## src/rtl/ycbcr_block_sequencer.sv

```systemverilog
// ycbcr_block_sequencer
//
// Streams one block of RGB pixels from a single-port pixel buffer through a
// fixed-latency, non-stallable YCbCr conversion datapath. The Y/Cb/Cr results
// are collected in a first-word-fall-through FIFO and presented on a
// valid/ready stream. Pixels are issued only against credit, so every result
// always has a FIFO slot waiting for it when it leaves the datapath.
//
// Ports:
//   clk, rst_n                 clock and synchronous reset (rst_n = 1 resets;
//                              the name is kept for port-name consistency)
//   start, busy, done          block request, activity flag, completion pulse
//   rd_en, rd_addr             pixel buffer read strobe and pixel index
//   rd_r, rd_g, rd_b           buffer read data, valid one cycle after rd_en
//   conv_r, conv_g, conv_b     registered datapath inputs (0 when idle)
//   conv_y, conv_cb, conv_cr   datapath outputs
//   out_valid, out_ready       result stream handshake
//   out_y, out_cb, out_cr      result words of the FIFO head
//   out_index, out_last        pixel index of the head, last-pixel marker
module ycbcr_block_sequencer #(
  parameter int unsigned INPUT_WIDTH        = 8,
  parameter int unsigned FIXED_POINT_LENGTH = 32,
  parameter int unsigned BLOCK_SIZE         = 64,
  parameter int unsigned ADDR_WIDTH         = 6,
  parameter int unsigned CONV_LATENCY       = 3,
  parameter int unsigned FIFO_DEPTH         = 8
) (
  input  logic                          clk,
  input  logic                          rst_n,
  input  logic                          start,
  output logic                          busy,
  output logic                          done,
  output logic                          rd_en,
  output logic [ADDR_WIDTH-1:0]         rd_addr,
  input  logic [INPUT_WIDTH-1:0]        rd_r,
  input  logic [INPUT_WIDTH-1:0]        rd_g,
  input  logic [INPUT_WIDTH-1:0]        rd_b,
  output logic [INPUT_WIDTH-1:0]        conv_r,
  output logic [INPUT_WIDTH-1:0]        conv_g,
  output logic [INPUT_WIDTH-1:0]        conv_b,
  input  logic [FIXED_POINT_LENGTH-1:0] conv_y,
  input  logic [FIXED_POINT_LENGTH-1:0] conv_cb,
  input  logic [FIXED_POINT_LENGTH-1:0] conv_cr,
  output logic                          out_valid,
  input  logic                          out_ready,
  output logic [FIXED_POINT_LENGTH-1:0] out_y,
  output logic [FIXED_POINT_LENGTH-1:0] out_cb,
  output logic [FIXED_POINT_LENGTH-1:0] out_cr,
  output logic [ADDR_WIDTH-1:0]         out_index,
  output logic                          out_last
);

  localparam int unsigned CntW = $clog2(FIFO_DEPTH + 1);
  localparam int unsigned PtrW = (FIFO_DEPTH > 1) ? $clog2(FIFO_DEPTH) : 1;
  localparam int unsigned IssW = ADDR_WIDTH + 1;

  localparam logic [IssW-1:0]       BlockSz  = IssW'(BLOCK_SIZE);
  localparam logic [IssW-1:0]       LastIss  = IssW'(BLOCK_SIZE - 1);
  localparam logic [ADDR_WIDTH-1:0] LastIdx  = ADDR_WIDTH'(BLOCK_SIZE - 1);
  localparam logic [CntW-1:0]       DepthCnt = CntW'(FIFO_DEPTH);
  localparam logic [PtrW-1:0]       LastPtr  = PtrW'(FIFO_DEPTH - 1);

  typedef enum logic [1:0] {StIdle, StRun, StDrain, StDone} state_e;

  state_e                                   state_q, state_d;
  logic [IssW-1:0]                          issue_cnt_q, issue_cnt_d;
  // Read stage: pixel issued last cycle, its buffer data is on rd_* now.
  logic                                     pend_vld_q, pend_vld_d;
  logic [ADDR_WIDTH-1:0]                    pend_idx_q, pend_idx_d;
  // Tag stages run alongside the datapath; stage 0 loads with conv_*.
  logic [CONV_LATENCY-1:0]                  tag_vld_q, tag_vld_d;
  logic [CONV_LATENCY-1:0][ADDR_WIDTH-1:0]  tag_idx_q, tag_idx_d;
  logic [INPUT_WIDTH-1:0]                   conv_r_q, conv_r_d;
  logic [INPUT_WIDTH-1:0]                   conv_g_q, conv_g_d;
  logic [INPUT_WIDTH-1:0]                   conv_b_q, conv_b_d;
  // Pixels issued but not yet pushed into the FIFO (read stage + tag stages).
  logic [CntW-1:0]                          inflight_q, inflight_d;
  logic [CntW-1:0]                          fifo_cnt_q, fifo_cnt_d;
  logic [PtrW-1:0]                          wr_ptr_q, wr_ptr_d;
  logic [PtrW-1:0]                          rd_ptr_q, rd_ptr_d;

  logic [FIXED_POINT_LENGTH-1:0] y_mem_q   [FIFO_DEPTH];
  logic [FIXED_POINT_LENGTH-1:0] cb_mem_q  [FIFO_DEPTH];
  logic [FIXED_POINT_LENGTH-1:0] cr_mem_q  [FIFO_DEPTH];
  logic [ADDR_WIDTH-1:0]         idx_mem_q [FIFO_DEPTH];

  logic credit_ok, issue, push, pop, head_last;

  // Credit uses registered counts only; a pop this cycle is not counted.
  assign credit_ok = ({1'b0, fifo_cnt_q} + {1'b0, inflight_q}) < {1'b0, DepthCnt};
  assign issue     = (state_q == StRun) && (issue_cnt_q < BlockSz) && credit_ok;
  assign push      = tag_vld_q[CONV_LATENCY-1];
  assign out_valid = (fifo_cnt_q != '0);
  assign pop       = out_valid && out_ready;
  assign head_last = (idx_mem_q[rd_ptr_q] == LastIdx);

  assign busy      = (state_q != StIdle);
  assign done      = (state_q == StDone);
  assign rd_en     = issue;
  assign rd_addr   = issue_cnt_q[ADDR_WIDTH-1:0];
  assign conv_r    = conv_r_q;
  assign conv_g    = conv_g_q;
  assign conv_b    = conv_b_q;

  // Gate the head so an empty FIFO always presents zeros.
  assign out_y     = out_valid ? y_mem_q[rd_ptr_q]   : '0;
  assign out_cb    = out_valid ? cb_mem_q[rd_ptr_q]  : '0;
  assign out_cr    = out_valid ? cr_mem_q[rd_ptr_q]  : '0;
  assign out_index = out_valid ? idx_mem_q[rd_ptr_q] : '0;
  assign out_last  = out_valid && head_last;

  always_comb begin
    state_d     = state_q;
    issue_cnt_d = issue_cnt_q;
    unique case (state_q)
      StIdle: begin
        if (start) begin
          state_d     = StRun;
          issue_cnt_d = '0;
        end
      end
      StRun: begin
        if (issue) begin
          issue_cnt_d = issue_cnt_q + 1'b1;
          if (issue_cnt_q == LastIss) state_d = StDrain;
        end
      end
      StDrain: begin
        if ((inflight_q == '0) && pop && out_last) state_d = StDone;
      end
      StDone: begin
        state_d = StIdle;
      end
      default: state_d = StIdle;
    endcase
  end

  always_comb begin
    pend_vld_d   = issue;
    pend_idx_d   = issue_cnt_q[ADDR_WIDTH-1:0];
    conv_r_d     = pend_vld_q ? rd_r : '0;
    conv_g_d     = pend_vld_q ? rd_g : '0;
    conv_b_d     = pend_vld_q ? rd_b : '0;
    tag_vld_d    = tag_vld_q;
    tag_idx_d    = tag_idx_q;
    tag_vld_d[0] = pend_vld_q;
    tag_idx_d[0] = pend_idx_q;
    for (int unsigned i = 1; i < CONV_LATENCY; i++) begin
      tag_vld_d[i] = tag_vld_q[i-1];
      tag_idx_d[i] = tag_idx_q[i-1];
    end

    inflight_d = inflight_q;
    if (issue && !push)      inflight_d = inflight_q + 1'b1;
    else if (!issue && push) inflight_d = inflight_q - 1'b1;

    fifo_cnt_d = fifo_cnt_q;
    if (push && !pop)      fifo_cnt_d = fifo_cnt_q + 1'b1;
    else if (!push && pop) fifo_cnt_d = fifo_cnt_q - 1'b1;

    wr_ptr_d = wr_ptr_q;
    if (push) wr_ptr_d = (wr_ptr_q == LastPtr) ? '0 : wr_ptr_q + 1'b1;
    rd_ptr_d = rd_ptr_q;
    if (pop)  rd_ptr_d = (rd_ptr_q == LastPtr) ? '0 : rd_ptr_q + 1'b1;
  end

  always_ff @(posedge clk) begin
    if (rst_n) begin
      state_q     <= StIdle;
      issue_cnt_q <= '0;
      pend_vld_q  <= 1'b0;
      pend_idx_q  <= '0;
      tag_vld_q   <= '0;
      tag_idx_q   <= '0;
      conv_r_q    <= '0;
      conv_g_q    <= '0;
      conv_b_q    <= '0;
      inflight_q  <= '0;
      fifo_cnt_q  <= '0;
      wr_ptr_q    <= '0;
      rd_ptr_q    <= '0;
    end else begin
      state_q     <= state_d;
      issue_cnt_q <= issue_cnt_d;
      pend_vld_q  <= pend_vld_d;
      pend_idx_q  <= pend_idx_d;
      tag_vld_q   <= tag_vld_d;
      tag_idx_q   <= tag_idx_d;
      conv_r_q    <= conv_r_d;
      conv_g_q    <= conv_g_d;
      conv_b_q    <= conv_b_d;
      inflight_q  <= inflight_d;
      fifo_cnt_q  <= fifo_cnt_d;
      wr_ptr_q    <= wr_ptr_d;
      rd_ptr_q    <= rd_ptr_d;
    end
  end

  // Storage needs no reset: pointers and count define which entries are live.
  always_ff @(posedge clk) begin
    if (push) begin
      y_mem_q[wr_ptr_q]   <= conv_y;
      cb_mem_q[wr_ptr_q]  <= conv_cb;
      cr_mem_q[wr_ptr_q]  <= conv_cr;
      idx_mem_q[wr_ptr_q] <= tag_idx_q[CONV_LATENCY-1];
    end
  end

`ifndef SYNTHESIS
  // The datapath cannot stall, so a push into a full FIFO means lost data.
  always @(posedge clk) begin
    if (!rst_n) begin
      assert (!(push && !pop && (fifo_cnt_q == DepthCnt)))
        else $error("ycbcr_block_sequencer: result FIFO overflow");
    end
  end
`endif

endmodule

```

## config.mk

```make
export PLATFORM = sky130hd
export DESIGN_NAME = ycbcr_block_sequencer
export DESIGN_NICKNAME = d
export VERILOG_FILES = /design/src/rtl/ycbcr_block_sequencer.sv
export SDC_FILE = /design/constraint.sdc
export NUM_CORES = 1
export LEC_CHECK = 0
export ABC_AREA = 1
export BUFFER_PORTS_ARGS = -buffer_cell sky130_fd_sc_hd__buf_2
export CAP_MARGIN = 10
export CORE_MARGIN = 1.5
export CORE_UTILIZATION = 54
export DETAILED_ROUTE_END_ITERATION = 8
export GPL_ROUTABILITY_DRIVEN = 1
export PLACE_DENSITY_LB_ADDON = 0.08
export SYNTH_ARGS = -nofsm -noshare
export SYNTH_HDL_FRONTEND = slang
export SYNTH_SLANG_ARGS = --single-unit
```

## constraint.sdc

```tcl
create_clock -name clk -period 5.5 [get_ports clk]
set_clock_uncertainty 0.05 [all_clocks]
set_input_delay 1.1 -clock clk [delete_from_list [all_inputs] [get_ports clk]]
set_output_delay 1.1 -clock clk [all_outputs]
set_load 0.01 [all_outputs]
```

### Word level (Yosys, flattened, before mapping)

Memories as Yosys holds them, arrays and structs flattened. A register that Yosys moved wholly into a read port is not among the register bits.
Index checks and enable logic that the tools add are counted.

| word-level totals | value |
|---|---|
| output and inout bits | 137 |
| bits in latches | 0 |
| input bits | 124 |
| memories | 4 |
| word-level logic and storage cells | 92 |
| memory bits (writable) | 816 |
| flip-flop bits (word level) | 75 |
| bits in read-only memories | 0 |

| operators by class | value |
|---|---|
| bitwise gates (word level) | 1 |
| $add $sub $neg | 8 |
| equal/unequal tests | 11 |
| multiplexer cells | 28 |
| shift operators | 0 |
| multipliers | 0 |
| reductions and logical operators | 23 |
| divide/modulo/power cells | 0 |
| $lt $le $gt $ge | 2 |

Memory list:

| memory | words | width | read ports | clocked after Yosys merged registers in | write ports | line | source |
|---|---|---|---|---|---|---|---|
| cb_mem_q | 8 | 32 | 1 | 1 | 1 | 83 | `logic [FIXED_POINT_LENGTH-1:0] cb_mem_q [FIFO_DEPTH];` |
| cr_mem_q | 8 | 32 | 1 | 1 | 1 | 84 | `logic [FIXED_POINT_LENGTH-1:0] cr_mem_q [FIFO_DEPTH];` |
| y_mem_q | 8 | 32 | 1 | 1 | 1 | 82 | `logic [FIXED_POINT_LENGTH-1:0] y_mem_q [FIFO_DEPTH];` |
| idx_mem_q | 8 | 6 | 1 | 1 | 1 | 85 | `logic [ADDR_WIDTH-1:0] idx_mem_q [FIFO_DEPTH];` |

Operators by type and width:

| operator | count |
|---|---|
| $mux 32 | 3 |
| $mux 3 | 10 |
| $mux 4 | 4 |
| $mux 7 | 2 |
| $pmux 7 s2 | 1 |
| $logic_and 1x1->1 | 10 |
| $add 4x1->4 const B | 2 |
| $mux 2 | 4 |
| $pmux 2 s4 | 1 |
| $reduce_bool 2->1 | 4 |
| $sub 4x1->4 const B | 2 |
| $add 7x1->7 const B | 1 |
| $eq 7x6->1 const B | 1 |
| $lt 7x7->1 const B | 1 |
| $add 3x1->3 const B | 2 |
| $eq 3x3->1 const B | 2 |
| $eq 6x6->1 const B | 1 |
| $mux 6 | 1 |
| $ne 2x2->1 const B | 3 |
| $add 4x4->5 | 1 |
| $lt 5x4->1 const B | 1 |
| $eq 2x2->1 const B | 2 |
| $logic_not 4->1 | 1 |
| $reduce_and 4->1 | 1 |
| other kinds (9) | 12 |

### Logic depth before layout (Yosys ltp)

Gate-level depths: netlist of run 1.

| logic depth | value |
|---|---|
| word-level depth | 7 |
| mapped depth | 17 |
| depth with buffers taken out | 17 |

### Worst setup path after synthesis of run 1

OpenSTA, ideal clock, no wires.

| path | value |
|---|---|
| path type | register to register |
| start | register tag_vld_q[2] |
| end | memory cb_mem_q[1][0], enable pin |
| buffers on the path | 0 |
| path slack | 0.098 ns |
| cell stages (with the launch flop) | 3 |
| period minus slack after synthesis | 5.402 ns |
| library setup time | 0.565 ns |
| arrival | 4.787 ns |
| required time | 4.885 ns |
| cell sequence | dfxtp_1 nand2_1 nor2_1 |

| between the ends | value |
|---|---|
| cells in the longest elaborated chain, start to end | 2 |

RTL lines:

| element | line | source |
|---|---|---|
| start, declared | 71 | `logic [CONV_LATENCY-1:0] tag_vld_q, tag_vld_d;` |
| start signal, assigned | 187 | `tag_vld_q <= tag_vld_d;` |
| $mux 1 | 201 | `if (push) begin` |
| $mux 1 (not written as such) | 203 | `cb_mem_q[wr_ptr_q] <= conv_cb;` |
| end, declared | 83 |  |

Every way passes these cells.

==> results.sh, run 1 <==
export IMPL_synthesis_area_um2=34600
export IMPL_finalCritPeriodShare=0.841
export IMPL_min_path_cells=2
export IMPL_postCtsHoldBufs=0
export IMPL_clockRootBuffer="clkbuf_16"
export IMPL_status="complete, no violations"
export IMPL_synthesis_instances=2738
export IMPL_grt_usage=0.243
export IMPL_synth_xor_area_frac=0.00127
export IMPL_wl_per_cell_um=20.7
export IMPL_chipHeight_um=256
export IMPL_power_density_nw_per_um2=502
export IMPL_synth_mux_area_fraction=0
export IMPL_ir_worst_vdd_mv=0.385
export IMPL_dr_pass1_iters=5
export IMPL_layout_nets=3085
export IMPL_timing_slew_headroom=0.172
export IMPL_timing_reg2reg_setup_slack_ns=2.29
export IMPL_clkSlewWorstSetupHoldPaths_ns=0.06
export IMPL_power_frac_clock=0.299
export IMPL_layout_commonest_cell="edfxtp_1"
export IMPL_drive_above_1_share=0.143
export IMPL_ctsResizeCount=0
export IMPL_place_congestion=0.785
export IMPL_portBuffers=260
export IMPL_timing_setup_tns_ns=0
export IMPL_layout_min_cycle_time_ns=4.63
export IMPL_numCtsBuffers=91
export IMPL_hpwlAfterDp_um=39600
export IMPL_area_growth_pct=14.0
export IMPL_final_cell_mix="edfxtp_1, nor2_1, o21ai_0, buf_2, nand2_1"
export IMPL_grt_remaining_overflow=0
export IMPL_holdCritPathClass="register to register"
export IMPL_slew_violations=0
export IMPL_grt_pass1_wl_um=124000
export IMPL_die_w_um=256
export IMPL_p_sw_frac=0.349
export IMPL_wl_um=80000
export IMPL_grt_max_degree=187
export IMPL_cts_sinks=894
export IMPL_ys_warn_count=0
export IMPL_num_fill_cells=4905
export IMPL_r2r_cells=13
export IMPL_synth_adder_area_share=0.00767
export IMPL_seq_area_frac_synth=0.754
export IMPL_finalSetupViolations=0
export IMPL_vias_per_cell=5.64
export IMPL_cts_max_path_buffers=3
export IMPL_switchingPower_mw=6.91
export IMPL_endpoint_kind="output port"
export IMPL_multiInputGateArea_um2=7320
export IMPL_crit_arrival_ns=3.48
export IMPL_maxCapViolations=0
export IMPL_max_freq_ghz=0.216
export IMPL_io_pins=261
export IMPL_highest_layer="met5"
export IMPL_rsz0062_at_grt="no"
export IMPL_finish_utilization=0.624
export IMPL_vias=21795
export IMPL_grt_pass1_vias=21736
export IMPL_detail_route_iter0_violations=1849
export IMPL_synth_compound_area_frac=0.111
export IMPL_hold_viol_final=0
export IMPL_p_seq_frac=0.388
export IMPL_p_leak_nw=13.9
export IMPL_avgSynthCellArea_um2=12.6
export IMPL_crit_fanout=186
export IMPL_antenna_found_initial=16
export IMPL_ant_nets=0
export IMPL_startpoint_type="register"
export IMPL_combPwrFrac=0.313
export IMPL_placed_cell_area_um2=36500
export IMPL_p_int_mw=12.9
export IMPL_tritoncts="done"
export IMPL_synth_cell_types=29
export IMPL_initial_utilization=0.547
export IMPL_synth_top_family_by_area="compound AO/OA/AOI/OAI gates"
export IMPL_die_area_um2=65600
export IMPL_critical_path_class="register to output port"
export IMPL_clk_latency_ns=0.64
export IMPL_cts_setup_buffers=0
export IMPL_drc=0
export IMPL_wl_met2_um=38900
export IMPL_core_area_um2=63200
export IMPL_ys_ff_latch=894
export IMPL_synthSimpleGateAreaFrac=0.0893
export IMPL_holdWs_ns=0.339
export IMPL_worst_slew_pin_slew_ns=1.24
export IMPL_htree_levels=3
export IMPL_wl_met3_um=4820
export IMPL_seq_area_um2=26100
export IMPL_fp_row_count=92
export IMPL_syn_num_nets=2882
export IMPL_fin_area_um2=39400
export IMPL_required_ns=4.35
export IMPL_wl_met1_um=34400
[routing by layer]
layer  GRT usage  vias up
li1            -    10251
met1       0.325    10767
met2       0.404      619
met3      0.0480      136
met4      0.0776       22
met5           0        -
[metrics by stage]
step                      setup slack, ns  cells  total power, mW
after detailed placement             1.63   3694             14.0
after global placement               1.65   3694             13.9
after floorplan                    0.0981   2738             11.7
after global routing                0.746   3865             20.8
after CTS                           0.938   3860             19.9
final                               0.873   3866             19.8
[worst paths after layout]
check / start / endpoint
worst min register to register: tag_idx_d[7] / tag_idx_d[13]
worst min-delay path: tag_idx_d[7] / tag_idx_d[13]
worst max register to register: fifo_cnt_q[0] / fifo_cnt_q[3]
worst max-delay path: register / out_cb[0]
[critical path, stage by stage (launching register included)]
cell     delay [ns]
dfxtp_4        0.75
buf_12         0.53
o21ai_0        0.21
o22ai_1        0.22
o21ai_1        0.09
a31oi_1        0.40
buf_2          0.22
[power groups by stage]
stage,clock (mW),sequential [mW],combinational (mW)
after CTS,6.03,7.67,6.23
final,5.92,7.67,6.19
after global routing,6.30,7.69,6.82
after floorplan,0,7.69,4.05
after global placement,0,7.81,6.10
after detailed placement,0,7.81,6.21
[cell type report]
class | count | share of cell area
Sequential cell | 894 | 0.661
Timing Repair Buffer | 289 | 0.0420
Inverter | 112 | 0.0111
Clock buffer | 119 | 0.0628
Clock inverter | 47 | 0.00962
Tap cell | 846 | 0.0269
Multi-Input combinational cell | 1553 | 0.186
Antenna cell | 6 | 0.000381
[sequential cells by signal, summed over array words and instances (netlist names), 6 cells and up, named ones only]
register and flops:
cb_mem_q 256, cr_mem_q 256, y_mem_q 256, idx_mem_q 48, tag_idx_d 12, conv_b 8
conv_g 8, conv_r 8, issue_cnt_q 7, pend_idx_q 6, tag_idx_q 6
[Yosys cell counts]
cell | n | area, um2
a211oi_1 | 1 | 7.51
a21o_1 | 1 | 7.51
a21oi_1 | 20 | 100
a31oi_1 | 96 | 601
a41oi_1 | 1 | 8.76
buf_1 | 6 | 22.5
buf_2 | 55 | 275
buf_4 | 12 | 90.1
buf_6 | 7 | 78.8
clkbuf_1 | 99 | 372
dfxtp_1 | 78 | 1560
edfxtp_1 | 816 | 24500
fa_1 | 2 | 40.0
ha_1 | 18 | 225
inv_1 | 109 | 409
inv_2 | 3 | 11.3
nand2_1 | 110 | 413
nand3_1 | 26 | 130
nor2_1 | 665 | 2500
nor3_1 | 3 | 15.0
nor3b_1 | 1 | 7.51
nor4_1 | 3 | 18.8
o211a_1 | 1 | 10.0
o211ai_1 | 1 | 7.51
o21ai_0 | 438 | 2190
o21ai_1 | 64 | 320
o22ai_1 | 96 | 601
or2_2 | 1 | 6.26
xor2_1 | 5 | 43.8
[logic make-up after synthesis]
group,after synthesis
AO/OA/AOI/OAI,719
XOR/XNOR,5
adder cells (fa/ha/maj),20
buffers and inverters,291
flip-flops,894
AND/OR/NAND/NOR,809
Power figures use the tool's default switching activity.
==> run 2: changes to the inputs <==
ABC_AREA = 0   (was 1)
clock period = 3.8 ns   (was 5.5 ns; I/O delays follow)
==> run 2 against run 1 <==
  * Synthesized area fell by 2.3%
  * Non-clock buffer count rose by 5
  * Critical endpoint is now out_last
  * Power rose by 26%
  * Register-to-register slack got worse by 1.7 ns
  * First-iteration DRC count fell by 46%
  * Flip-flop and latch count did not move
  * Global-route usage fell by 3.1 points
  * Cell count fell by 27%
  * Die area fell by 2.3%
  * Critical path type unchanged
  * Via count fell by 27%
  * Clock power rose by 42%
  * Largest cell class unchanged
  * Synthesized cell count fell by 42%
==> results.sh, run 2 <==
export IMPL_status="complete, no violations"
export IMPL_synth_area_leaders="edfxtp_1, mux4_2, dfxtp_1"
export IMPL_portBuffers=260
export IMPL_endpoint_kind="output port"
export IMPL_holdWs_ns=0.288
export IMPL_die_area_um2=64100
export IMPL_io_pins=261
export IMPL_finalSetupViolations=0
export IMPL_cts_sinks=894
export IMPL_rsz0062_at_grt="no"
export IMPL_power_density_nw_per_um2=636
export IMPL_maxCapViolations=0
export IMPL_largestRegisters="cb_mem_q: 256 flops, cr_mem_q: 256 flops, y_mem_q: 256 flops"
export IMPL_hold_viol_final=0
export IMPL_drc=0
export IMPL_dp_cells=2637
export IMPL_final_cell_mix="edfxtp_1, buf_2, mux4_2, nor2_1, mux2i_1"
export IMPL_synthArstFlopShare=0
export IMPL_timing_setup_tns_ns=0
export IMPL_fp_row_count=91
export IMPL_synth_top_area_cell="edfxtp_1"
export IMPL_combPwrFrac=0.219
export IMPL_finalCritPeriodShare=0.968
export IMPL_grt_pass1_vias=16838
export IMPL_ys_flop_type="edfxtp_1"
export IMPL_synthTopCellsByCount="edfxtp_1, mux4_2, nor2_1, mux2i_1, dfxtp_1"
export IMPL_layout_nets=2037
export IMPL_layout_min_cycle_time_ns=3.68
export IMPL_detail_route_iter0_violations=997
export IMPL_timing_slew_headroom=0.392
export IMPL_cts_max_path_buffers=3
export IMPL_synthesis_instances=1590
export IMPL_grt_max_degree=102
export IMPL_tritoncts="done"
export IMPL_avgSynthCellArea_um2=21.2
export IMPL_crit_arrival_ns=2.87
export IMPL_fin_area_um2=39100
export IMPL_grt_remaining_overflow=0
export IMPL_slowest_stage="nor4_1"
export IMPL_num_fill_cells=4322
export IMPL_htree_levels=3
export IMPL_layout_commonest_cell="edfxtp_1"
export IMPL_wl_um=66800
export IMPL_ant_nets=0
export IMPL_numCtsBuffers=90
export IMPL_vias=15946
export IMPL_seq_area_frac_synth=0.771
export IMPL_chipHeight_um=253
export IMPL_synth_cell_types=46
export IMPL_p_int_mw=18.3
export IMPL_seq_area_um2=26100
export IMPL_startpoint_type="register"
export IMPL_switchingPower_mw=6.59
export IMPL_power_frac_clock=0.339
export IMPL_core_area_um2=61800
export IMPL_grt_usage=0.212
export IMPL_ir_worst_vdd_mv=0.724
export IMPL_required_ns=2.99
export IMPL_finish_utilization=0.633
export IMPL_ys_ff_latch=894
export IMPL_synthesis_area_um2=33800
export IMPL_dp_slack_ns=0.643
export IMPL_yosys_area_top_type_share=0.725
export IMPL_syn_num_nets=1734
export IMPL_ys_warn_count=0
export IMPL_setup_slack_ns=0.122
export IMPL_critical_path_class="register to output port"
export IMPL_crit_fanout=61
export IMPL_p_leak_nw=12.7
export IMPL_multiInputGateArea_um2=7380
export IMPL_holdCritPathClass="input pin to register"
export IMPL_p_sw_frac=0.265
export IMPL_postCtsHoldBufs=0
export IMPL_max_freq_ghz=0.272
export IMPL_worst_slew_pin_slew_ns=0.913
export IMPL_power_mw=24.9
export IMPL_clk_latency_ns=0.62
export IMPL_dr_pass1_iters=4
export IMPL_place_congestion=0.744
export IMPL_p_seq_frac=0.442
export IMPL_drive_above_1_share=0.327
export IMPL_placed_cell_area_um2=36200
export IMPL_vias_per_cell=5.68
export IMPL_crit_chain="buf_12 -> mux2i_1 -> nor4_1 -> and3_1 -> buf_2"
export IMPL_die_w_um=253
export IMPL_synth_edff_count=816
export IMPL_cts_setup_buffers=0
export IMPL_initial_utilization=0.546
export IMPL_hpwlAfterDp_um=35200
export IMPL_wl_per_cell_um=23.8
export IMPL_antenna_found_initial=12
export IMPL_synth_most_common_cell="edfxtp_1"
export IMPL_grt_pass1_wl_um=101000
export IMPL_final_cells=2808
export IMPL_clkSlewWorstSetupHoldPaths_ns=0.06
export IMPL_area_growth_pct=15.8
export IMPL_slew_violations=0
export IMPL_clockRootBuffer="clkbuf_16"
export IMPL_slowest_delay_ns=0.73
run 2: cell types whose count changed after synthesis, sizes merged, moves of 96 or more:
| cell | delta |
|---|---|
| mux2i | +108 |
| inv | -104 |
| o21ai | -495 |
| a31oi | -96 |
| nand2 | -97 |
| mux4 | +202 |
| nor2 | -539 |
| o22ai | -96 |
run 2: worst max-delay path, delay by kind of cell (launching register included):
kind / cells / cell delay, ns
muxes: 1 / 0.18
and+or+nand+nor: 2 / 1.00
buffers and inverters: 2 / 0.52
DFF: 1 / 0.51
run 2: cells by family after synthesis:
logic type / Yosys count / share of synthesized area
DFF: 894 / 0.771
muxes: 311 / 0.167
and+or+nand+nor: 233 / 0.0330
buffers and inverters: 91 / 0.0122
AOI/OAI and AO/OA: 35 / 0.00681
adders and majority gates: 20 / 0.00785
xor gates and xnor gates: 6 / 0.00156
run 2: worst paths after layout:
path,from,end,slack [ns],cells after the start
worst max-delay path,register,out_last,0.12,5
worst min-delay path,rd_g[3],conv_g[3],0.29,2
worst max register to register,state_q[1],inflight_q[3],0.62,12
worst min register to register,tag_idx_d[13],tag_idx_q[13],0.38,1
run 2: layout make-up:
| class | count | share of cell area |
|---|---|---|
| well taps | 837 | 0.0268 |
| clock buffers | 119 | 0.0636 |
| flip-flops and latches | 894 | 0.667 |
| repair buffers | 294 | 0.0441 |
| multi-input cells | 605 | 0.189 |
| clock inverters | 46 | 0.00889 |
| inverters | 8 | 0.000768 |
| diodes | 5 | 0.000320 |
run 2: per-layer routing:
layer / share of wire / vias up / global-route usage
met5: 0.0016 / - / 0
met4: 0.015 / 16 / 0.0547
met3: 0.050 / 88 / 0.0416
met2: 0.50 / 363 / 0.348
met1: 0.44 / 8430 / 0.296
li1: - / 7049 / -
run 2: power groups by stage:
stage	logic, mW	clock network [mW]	registers [mW]
floorplan	3.77	0	11.1
global placement	5.52	0	11.2
detailed placement	5.56	0	11.2
CTS	5.58	8.62	11.0
global route	5.94	8.98	11.0
finish	5.45	8.43	11.0
run 2: what timing repair did:
action                                  CTS  global route
gates resized for setup                   0             1
endpoints found under the setup margin    0            10
hold endpoints to repair                  0             0
